File: config.mk
export PLATFORM = sky130hd
export DESIGN_NAME = motion_detect_core
export DESIGN_NICKNAME = d
export VERILOG_FILES = /design/src/rtl/md_pkg.sv /design/src/rtl/md_bg_update.sv /design/src/rtl/motion_detect_core.sv
export SDC_FILE = /design/constraint.sdc
export NUM_CORES = 1
export LEC_CHECK = 0
export ABC_AREA = 0
export CAP_MARGIN = 30
export CORE_MARGIN = 2
export CORE_UTILIZATION = 49
export DETAILED_ROUTE_END_ITERATION = 12
export MAX_ROUTING_LAYER = met4
export PLACE_DENSITY = 0.82
export SETUP_SLACK_MARGIN = 0.1
export SYNTH_ARGS = -nofsm -noshare
export SYNTH_HDL_FRONTEND = slang
export SYNTH_SLANG_ARGS = --single-unit
File: constraint.sdc
create_clock -name clk -period 6 [get_ports clk]
set_clock_uncertainty 0.15 [all_clocks]
set_input_delay 0.6 -clock clk [delete_from_list [all_inputs] [get_ports clk]]
set_output_delay 0.6 -clock clk [all_outputs]
set_load 0.1 [all_outputs]
File: src/rtl/md_pkg.sv
// Shared types and widths for the background-subtraction motion detector.
package md_pkg;

  localparam int unsigned COORD_W = 10;
  localparam int unsigned CNT_W   = 20;

  typedef enum logic [1:0] {
    ADAPT   = 2'd0,
    FREEZE  = 2'd1,
    RELEARN = 2'd2
  } md_mode_e;

  typedef enum logic {
    S_READ  = 1'b0,
    S_WRITE = 1'b1
  } md_state_e;

  // Reserved encoding 3 behaves as ADAPT.
  function automatic md_mode_e decode_mode(input logic [1:0] m);
    md_mode_e r;
    unique case (m)
      2'd1:    r = FREEZE;
      2'd2:    r = RELEARN;
      default: r = ADAPT;
    endcase
    return r;
  endfunction

endpackage

File: src/rtl/md_bg_update.sv
// Combinational per-pixel difference, motion threshold and background step/clamp.
module md_bg_update import md_pkg::*; #(
  parameter int unsigned DATA_W     = 16,
  parameter int unsigned DIFF_THR   = 24,
  parameter int unsigned STEP_THR   = 4,
  parameter int unsigned STEP_BIG   = 4,
  parameter int unsigned STEP_SMALL = 2
) (
  input  logic [DATA_W-1:0] bg_i,
  input  logic [DATA_W-1:0] in_i,
  input  md_mode_e          mode_i,
  output logic [DATA_W-1:0] new_bg_o,
  output logic [DATA_W-1:0] diff_o,
  output logic              is_motion_raw_o
);

  logic [DATA_W:0]   sub_ib, sub_bi;
  logic              in_gt, in_lt;
  logic [DATA_W-1:0] step;

  always_comb begin
    sub_ib = {1'b0, in_i} - {1'b0, bg_i};
    sub_bi = {1'b0, bg_i} - {1'b0, in_i};
    in_gt  = in_i > bg_i;
    in_lt  = in_i < bg_i;
    diff_o = in_gt ? sub_ib[DATA_W-1:0] : sub_bi[DATA_W-1:0];
    step   = (diff_o > DATA_W'(STEP_THR)) ? DATA_W'(STEP_BIG) : DATA_W'(STEP_SMALL);
    is_motion_raw_o = diff_o >= DATA_W'(DIFF_THR);

    new_bg_o = bg_i;
    unique case (mode_i)
      RELEARN: new_bg_o = in_i;
      FREEZE:  new_bg_o = bg_i;
      default: begin
        // A step that would overshoot the input lands exactly on it, so no wrap is possible.
        if (in_gt)      new_bg_o = (diff_o > step) ? bg_i + step : in_i;
        else if (in_lt) new_bg_o = (diff_o > step) ? bg_i - step : in_i;
      end
    endcase
  end

endmodule

File: src/rtl/motion_detect_core.sv
// Raster motion detector: 2-clock SRAM read-modify-write per pixel, motion mask and frame stats.
module motion_detect_core import md_pkg::*; #(
  parameter int unsigned       DATA_W     = 16,
  parameter int unsigned       ADDR_W     = 20,
  parameter int unsigned       IMG_W      = 640,
  parameter int unsigned       IMG_H      = 480,
  parameter logic [ADDR_W-1:0] BG_BASE    = '0,
  parameter int unsigned       DIFF_THR   = 24,
  parameter int unsigned       MARGIN     = 20,
  parameter int unsigned       STEP_THR   = 4,
  parameter int unsigned       STEP_BIG   = 4,
  parameter int unsigned       STEP_SMALL = 2,
  parameter int unsigned       MIN_COUNT  = 16
) (
  input  logic               clk,
  input  logic               rst_n,
  input  logic [1:0]         mode_i,
  input  logic               pix_valid_i,
  output logic               pix_ready_o,
  input  logic               pix_sof_i,
  input  logic [DATA_W-1:0]  pix_data_i,
  output logic [ADDR_W-1:0]  sram_addr_o,
  output logic [DATA_W-1:0]  sram_wdata_o,
  output logic               sram_we_n_o,
  input  logic [DATA_W-1:0]  sram_rdata_i,
  output logic               mask_valid_o,
  output logic               mask_data_o,
  output logic               frame_done_o,
  output logic               obj_valid_o,
  output logic [CNT_W-1:0]   obj_count_o,
  output logic [COORD_W-1:0] bbox_x0_o,
  output logic [COORD_W-1:0] bbox_x1_o,
  output logic [COORD_W-1:0] bbox_y0_o,
  output logic [COORD_W-1:0] bbox_y1_o,
  output logic [COORD_W-1:0] ctr_x_o,
  output logic [COORD_W-1:0] ctr_y_o
);

  localparam logic [COORD_W-1:0] XLast  = COORD_W'(IMG_W - 1);
  localparam logic [COORD_W-1:0] YLast  = COORD_W'(IMG_H - 1);
  localparam logic [COORD_W-1:0] XLo    = COORD_W'(MARGIN);
  localparam logic [COORD_W-1:0] XHi    = COORD_W'(IMG_W - 1 - MARGIN);
  localparam logic [CNT_W-1:0]   CntMax = '1;

  md_state_e         state_q;
  md_mode_e          mode_q, mode_new, upd_mode;
  logic              pix_ready_q, we_n_q, first_frame_q;
  logic              mask_valid_q, mask_data_q, frame_done_q;
  logic [COORD_W-1:0] x_q, y_q;
  logic [ADDR_W-1:0] addr_q;
  logic [DATA_W-1:0] pix_q, bg_q, new_bg, diff_unused;
  logic              motion_raw, accept, restart, frame_start, mask, last_pix;

  logic [CNT_W-1:0]   cnt_q, cnt_d, prev_q, q1_idx, q3_idx;
  logic [COORD_W-1:0] bx0_q, bx1_q, by0_q, by1_q, bx0_d, bx1_d, by0_d, by1_d;
  logic [COORD_W-1:0] q1x_q, q1y_q, q3x_q, q3y_q, q1x_d, q1y_d, q3x_d, q3y_d;

  logic               obj_valid_q;
  logic [CNT_W-1:0]   obj_count_q;
  logic [COORD_W-1:0] ox0_q, ox1_q, oy0_q, oy1_q, ocx_q, ocy_q;

  md_bg_update #(
    .DATA_W    (DATA_W),
    .DIFF_THR  (DIFF_THR),
    .STEP_THR  (STEP_THR),
    .STEP_BIG  (STEP_BIG),
    .STEP_SMALL(STEP_SMALL)
  ) u_bg_update (
    .bg_i           (bg_q),
    .in_i           (pix_q),
    .mode_i         (upd_mode),
    .new_bg_o       (new_bg),
    .diff_o         (diff_unused),
    .is_motion_raw_o(motion_raw)
  );

  // pix_ready_q is only ever high in S_READ.
  assign accept      = pix_ready_q & pix_valid_i;
  assign restart     = pix_valid_i & pix_sof_i;
  assign frame_start = restart | (x_q == '0 && y_q == '0);
  assign mode_new    = frame_start ? decode_mode(mode_i) : mode_q;
  assign upd_mode    = first_frame_q ? RELEARN : mode_q;
  assign mask        = motion_raw & (upd_mode != RELEARN) & (x_q >= XLo) & (x_q <= XHi);
  assign last_pix    = (x_q == XLast) && (y_q == YLast);
  // A SOF pixel is pixel 0 of the new frame, so its background read must come from the base.
  assign sram_addr_o = (state_q == S_READ && restart) ? BG_BASE : addr_q;

  always_comb begin
    cnt_d = cnt_q;
    bx0_d = bx0_q; bx1_d = bx1_q; by0_d = by0_q; by1_d = by1_q;
    q1x_d = q1x_q; q1y_d = q1y_q; q3x_d = q3x_q; q3y_d = q3y_q;
    q1_idx = prev_q >> 2;
    q3_idx = (prev_q < CNT_W'(4)) ? '0 :
             CNT_W'(({2'b00, prev_q} + {1'b0, prev_q, 1'b0}) >> 2);
    if (state_q == S_WRITE && mask) begin
      if (cnt_q != CntMax) cnt_d = cnt_q + 1'b1;
      if (cnt_q == '0) begin
        bx0_d = x_q; bx1_d = x_q; by0_d = y_q; by1_d = y_q;
      end else begin
        if (x_q < bx0_q) bx0_d = x_q;
        if (x_q > bx1_q) bx1_d = x_q;
        if (y_q < by0_q) by0_d = y_q;
        if (y_q > by1_q) by1_d = y_q;
      end
      if (cnt_q == q1_idx) begin q1x_d = x_q; q1y_d = y_q; end
      if (cnt_q == q3_idx) begin q3x_d = x_q; q3y_d = y_q; end
    end
  end

  always_ff @(posedge clk or negedge rst_n) begin
    if (!rst_n) begin
      state_q <= S_READ;  mode_q <= ADAPT;  first_frame_q <= 1'b1;
      pix_ready_q <= 1'b0;  we_n_q <= 1'b1;
      mask_valid_q <= 1'b0;  mask_data_q <= 1'b0;  frame_done_q <= 1'b0;
      x_q <= '0;  y_q <= '0;  addr_q <= BG_BASE;  pix_q <= '0;  bg_q <= '0;
      cnt_q <= '0;  prev_q <= '0;
      bx0_q <= '0; bx1_q <= '0; by0_q <= '0; by1_q <= '0;
      q1x_q <= '0; q1y_q <= '0; q3x_q <= '0; q3y_q <= '0;
      obj_valid_q <= 1'b0;  obj_count_q <= '0;
      ox0_q <= '0; ox1_q <= '0; oy0_q <= '0; oy1_q <= '0; ocx_q <= '0; ocy_q <= '0;
    end else begin
      mask_valid_q <= 1'b0;
      frame_done_q <= 1'b0;
      unique case (state_q)
        S_READ: begin
          pix_ready_q <= ~accept;
          if (accept) begin
            state_q <= S_WRITE;
            pix_q   <= pix_data_i;
            bg_q    <= sram_rdata_i;
            mode_q  <= mode_new;
            we_n_q  <= (mode_new == FREEZE) && !first_frame_q;
            if (restart) begin
              x_q <= '0;  y_q <= '0;  addr_q <= BG_BASE;  cnt_q <= '0;
              q1x_q <= '0; q1y_q <= '0; q3x_q <= '0; q3y_q <= '0;
            end
          end
        end
        S_WRITE: begin
          state_q <= S_READ;  pix_ready_q <= 1'b1;  we_n_q <= 1'b1;
          mask_valid_q <= 1'b1;  mask_data_q <= mask;
          cnt_q <= cnt_d;
          bx0_q <= bx0_d; bx1_q <= bx1_d; by0_q <= by0_d; by1_q <= by1_d;
          q1x_q <= q1x_d; q1y_q <= q1y_d; q3x_q <= q3x_d; q3y_q <= q3y_d;
          if (last_pix) begin
            x_q <= '0;  y_q <= '0;  addr_q <= BG_BASE;
            frame_done_q <= 1'b1;  first_frame_q <= 1'b0;  prev_q <= cnt_d;
            obj_count_q <= cnt_d;
            obj_valid_q <= (cnt_d != '0) && (cnt_d >= CNT_W'(MIN_COUNT));
            if (cnt_d == '0) begin
              ox0_q <= '0; ox1_q <= '0; oy0_q <= '0; oy1_q <= '0; ocx_q <= '0; ocy_q <= '0;
            end else begin
              ox0_q <= bx0_d; ox1_q <= bx1_d; oy0_q <= by0_d; oy1_q <= by1_d;
              ocx_q <= COORD_W'(({1'b0, q1x_d} + {1'b0, q3x_d}) >> 1);
              ocy_q <= COORD_W'(({1'b0, q1y_d} + {1'b0, q3y_d}) >> 1);
            end
            cnt_q <= '0;
            q1x_q <= '0; q1y_q <= '0; q3x_q <= '0; q3y_q <= '0;
          end else begin
            addr_q <= addr_q + 1'b1;
            if (x_q == XLast) begin
              x_q <= '0;
              y_q <= y_q + 1'b1;
            end else begin
              x_q <= x_q + 1'b1;
            end
          end
        end
        default: state_q <= S_READ;
      endcase
    end
  end

  assign pix_ready_o  = pix_ready_q;
  assign sram_we_n_o  = we_n_q;
  assign sram_wdata_o = new_bg;
  assign mask_valid_o = mask_valid_q;
  assign mask_data_o  = mask_data_q;
  assign frame_done_o = frame_done_q;
  assign obj_valid_o  = obj_valid_q;
  assign obj_count_o  = obj_count_q;
  assign bbox_x0_o    = ox0_q;
  assign bbox_x1_o    = ox1_q;
  assign bbox_y0_o    = oy0_q;
  assign bbox_y1_o    = oy1_q;
  assign ctr_x_o      = ocx_q;
  assign ctr_y_o      = ocy_q;

endmodule
==> flow_metrics.env <==
export IMPL_multiInputGateArea_mm2=0.0122
export IMPL_drive_gt1_frac=0.229
export IMPL_vias_per_cell=6.08
export IMPL_period_minus_slack_ns=6.88
export IMPL_report_final_hold_viol_count=42
export IMPL_ys_seq_area_frac=0.349
export IMPL_area_growth_pct=33.7
export IMPL_required_ns=5.25
export IMPL_syn_nets=2360
export IMPL_die_area_mm2=0.0399
export IMPL_nNetsFinal=2692
export IMPL_dp_hpwl_um=41600
export IMPL_min_period_over_period=1.15
export IMPL_ff2ff_setup_slack_ns=-0.19
export IMPL_drcViolationCount=0
export IMPL_startpoint_type="register"
export IMPL_synth_edff_count=0
export IMPL_async_reset_ff_frac=1.00
export IMPL_wirelength_um=61400
export IMPL_drt_initial_drc_count=1675
export IMPL_die_w_um=200
export IMPL_dp_slack_ns=-0.359
export IMPL_ys_ff_latch=262
export IMPL_grt_start_max_net_pins=129
export IMPL_grt_pass1_vias=17900
export IMPL_antenna_left=0
export IMPL_relSlewSlack=0.282
export IMPL_netlist_instances=2182
export IMPL_vias=18500
export IMPL_cts_tree="done"
export IMPL_antennaDiodeCount=0
export IMPL_setup_viol=24
export IMPL_die_h_um=200
export IMPL_cts_max_level=1
export IMPL_crit_start="pix_q[5]"
export IMPL_ios=160
export IMPL_violations="hold timing, setup timing"
export IMPL_hold_ws_ns=-0.0989
export IMPL_ys_types=84
export IMPL_status="finished, violations left"
export IMPL_ir_drop_mv=0.659
export IMPL_powerDensity_mw_per_mm2=355
export IMPL_netlist_area_mm2=0.0188
export IMPL_grt_antenna_before_repair=0
export IMPL_ys_flop_type="dfrtp_1"
export IMPL_final_fill_count=2780
export IMPL_cp_end_kind="output port"
export IMPL_slew_violations=0
export IMPL_p_leak_nw=11.4
export IMPL_critPathKind="register to output port"
export IMPL_cts_buffers=29
export IMPL_timing_fmax_mhz=145
export IMPL_yosysMostFrequentCell="nand2_1"
export IMPL_cts_clk_slew_worst_paths_ns=0.07
export IMPL_cts_buffer_depth=3
export IMPL_clock_latency_ns=0.59
export IMPL_r2r_end="ctr_y_o[7]"
export IMPL_netlist_area_leader_share=0.346
export IMPL_worst_slew_pin_slew_ns=1.08
export IMPL_grt_setup_unrepaired="yes"
export IMPL_cap_violations=0
export IMPL_cts_sinks=262
export IMPL_yosysTopAreaCell="dfrtp_1"
export IMPL_cp_arrival_ns=6.13
export IMPL_root_buffer="clkbuf_16"
export IMPL_globalplace_congestion=0.941
export IMPL_min_delay_path_class="input port to asynchronous set/reset pin"
export IMPL_port_buffers=159
export IMPL_firstDrtPassIters=5
export IMPL_num_rows=71
export IMPL_totalPowerFinal_w=0.00892
export IMPL_start_util=0.498
export IMPL_worstPathMaxFanout=5
export IMPL_gr_total_overflow=0
export IMPL_postSynthAreaPerCell_um2=8.61
export IMPL_cts_hold_buf=0
export IMPL_avgRoutedWirePerCell_um=20.2
export IMPL_fp_coreArea_mm2=0.0378
export IMPL_synth_warnings=0
export IMPL_regArea_mm2=0.00659
export IMPL_groute_usage_overall=0.300
export IMPL_synthTopCellsByArea="dfrtp_1 35%, ha_1 8.9%, nand2_1 5.8%"
export IMPL_setup_slack_ns=-0.882
export IMPL_grt_pass1_wl_um=94000
export IMPL_r2r_start="pix_q[5]"
export IMPL_rr_worst_depth=26
export IMPL_synth_common_cells="290 x nand2_1, 260 x dfrtp_1, 206 x o21ai_0"
export IMPL_fin_util=0.665
[worst max-delay path by stage]
stage                  endpoint  slack, ns  cells past startpoint
6_report       sram_wdata_o[14]      -0.88                     24
5_1_grt        sram_wdata_o[14]      -1.03                     29
4_1_cts        sram_wdata_o[13]      -0.78                     27
3_5_place_dp   sram_wdata_o[15]      -0.36                     26
3_3_place_gp   sram_wdata_o[15]      -0.25                     26
2_1_floorplan  sram_wdata_o[15]      -0.12                     25
[cell usage in the layout, fill, tap and decap left out, types with 15 or more instances in the layout]
| cell type | n |
|---|---|
| and2_1 | 31 |
| o21a_1 | 15 |
| dfrtp_2 | 15 |
| mux2_2 | 59 |
| o21ai_1 | 36 |
| nand2_1 | 284 |
| buf_12 | 25 |
| nand3_1 | 47 |
| a22o_1 | 43 |
| a21o_1 | 27 |
| clkdlybuf4s50_1 | 142 |
| nand4_1 | 36 |
| nand2b_1 | 25 |
| clkbuf_16 | 34 |
| and3_1 | 18 |
| nor3_1 | 34 |
| xnor2_1 | 70 |
| a21bo_1 | 40 |
| dfrtp_1 | 242 |
| inv_1 | 119 |
| mux2i_1 | 21 |
| xor2_1 | 34 |
| buf_4 | 248 |
| ha_1 | 116 |
| o21ai_0 | 171 |
| nor2_1 | 110 |
| a21oi_1 | 79 |
[layout make-up]
class	instances	area share
Multi-Input combinational cell	1657	0.485
Timing Repair Buffer	440	0.166
Clock inverter	8	0.00832
Sequential cell	262	0.262
Inverter	124	0.0186
Tap cell	511	0.0254
Clock buffer	43	0.0346
[cells by family after synthesis]
family | share of synthesized area
multiplexers | 0.0527
AO/OA/AOI/OAI | 0.214
flip-flops | 0.349
buffers and inverters | 0.0537
adder cells (fa/ha/maj) | 0.0960
AND/OR/NAND/NOR | 0.184
XOR/XNOR | 0.0508
[power by group]
group,leakage [nW],switching (W),internal (W),total [W]
registers,3.53,0.000140,0.00192,0.00206
clock network,0.527,0.000770,0.00125,0.00202
logic,7.34,0.00293,0.00190,0.00483
[registers in the layout, summed over array words and instances, names as in the netlist, 16 cells and up]
register and count:
pix_q 16, addr_q 20, cnt_q 20, bg_q 16, obj_count_o 20
[repair_timing]
action,in CTS,in global routing
setup buffers,14,40
gates cloned,0,9
resized for setup,59,98
pin swaps,22,43
setup endpoints to repair,29,76
[worst max-delay path: stages, from the launching register on]
cell       delay [ns]
dfrtp_1          0.42
inv_2            0.10
ha_4             0.20
a21o_1           0.19
or3_4            0.33
o211a_1          0.24
o311a_1          0.33
or4b_4           0.54
a2111oi_4        0.30
o21ai_1          0.13
nand4b_4         0.20
nor3_4           0.16
nand2_2          0.09
nor2_4           0.20
buf_4            0.15
ha_4             0.20
a211oi_4         0.28
nand3_2          0.16
or4_4            0.51
xnor2_1          0.14
o21ai_1          0.12
o21ai_1          0.07
buf_4            0.15
a21oi_4          0.16
buf_12           0.19
[metrics by stage]
stage / TNS [ns] / hold slack (ns) / area, µm² / std cells
4_1_cts: -11.07 / 0.0212 / 24200 / 2997
3_5_place_dp: -5.05 / 0.325 / 22700 / 2932
3_3_place_gp: -2.21 / 0.314 / 22700 / 2930
5_1_grt: -17.43 / 0.0543 / 25100 / 3045
2_1_floorplan: -0.722 / 0.154 / 19200 / 2182
6_report: -13.00 / -0.0989 / 25100 / 3045
[layer usage]
| metal | vias up | track usage | wire, µm |
|---|---|---|---|
| met5 | - | - | 0 |
| met4 | 0 | 0.103 | 2230 |
| met3 | 175 | 0.0328 | 4650 |
| met2 | 853 | 0.475 | 28800 |
| met1 | 9070 | 0.403 | 25700 |
| li1 | 8408 | - | - |
Power figures use the tool's default switching activity.
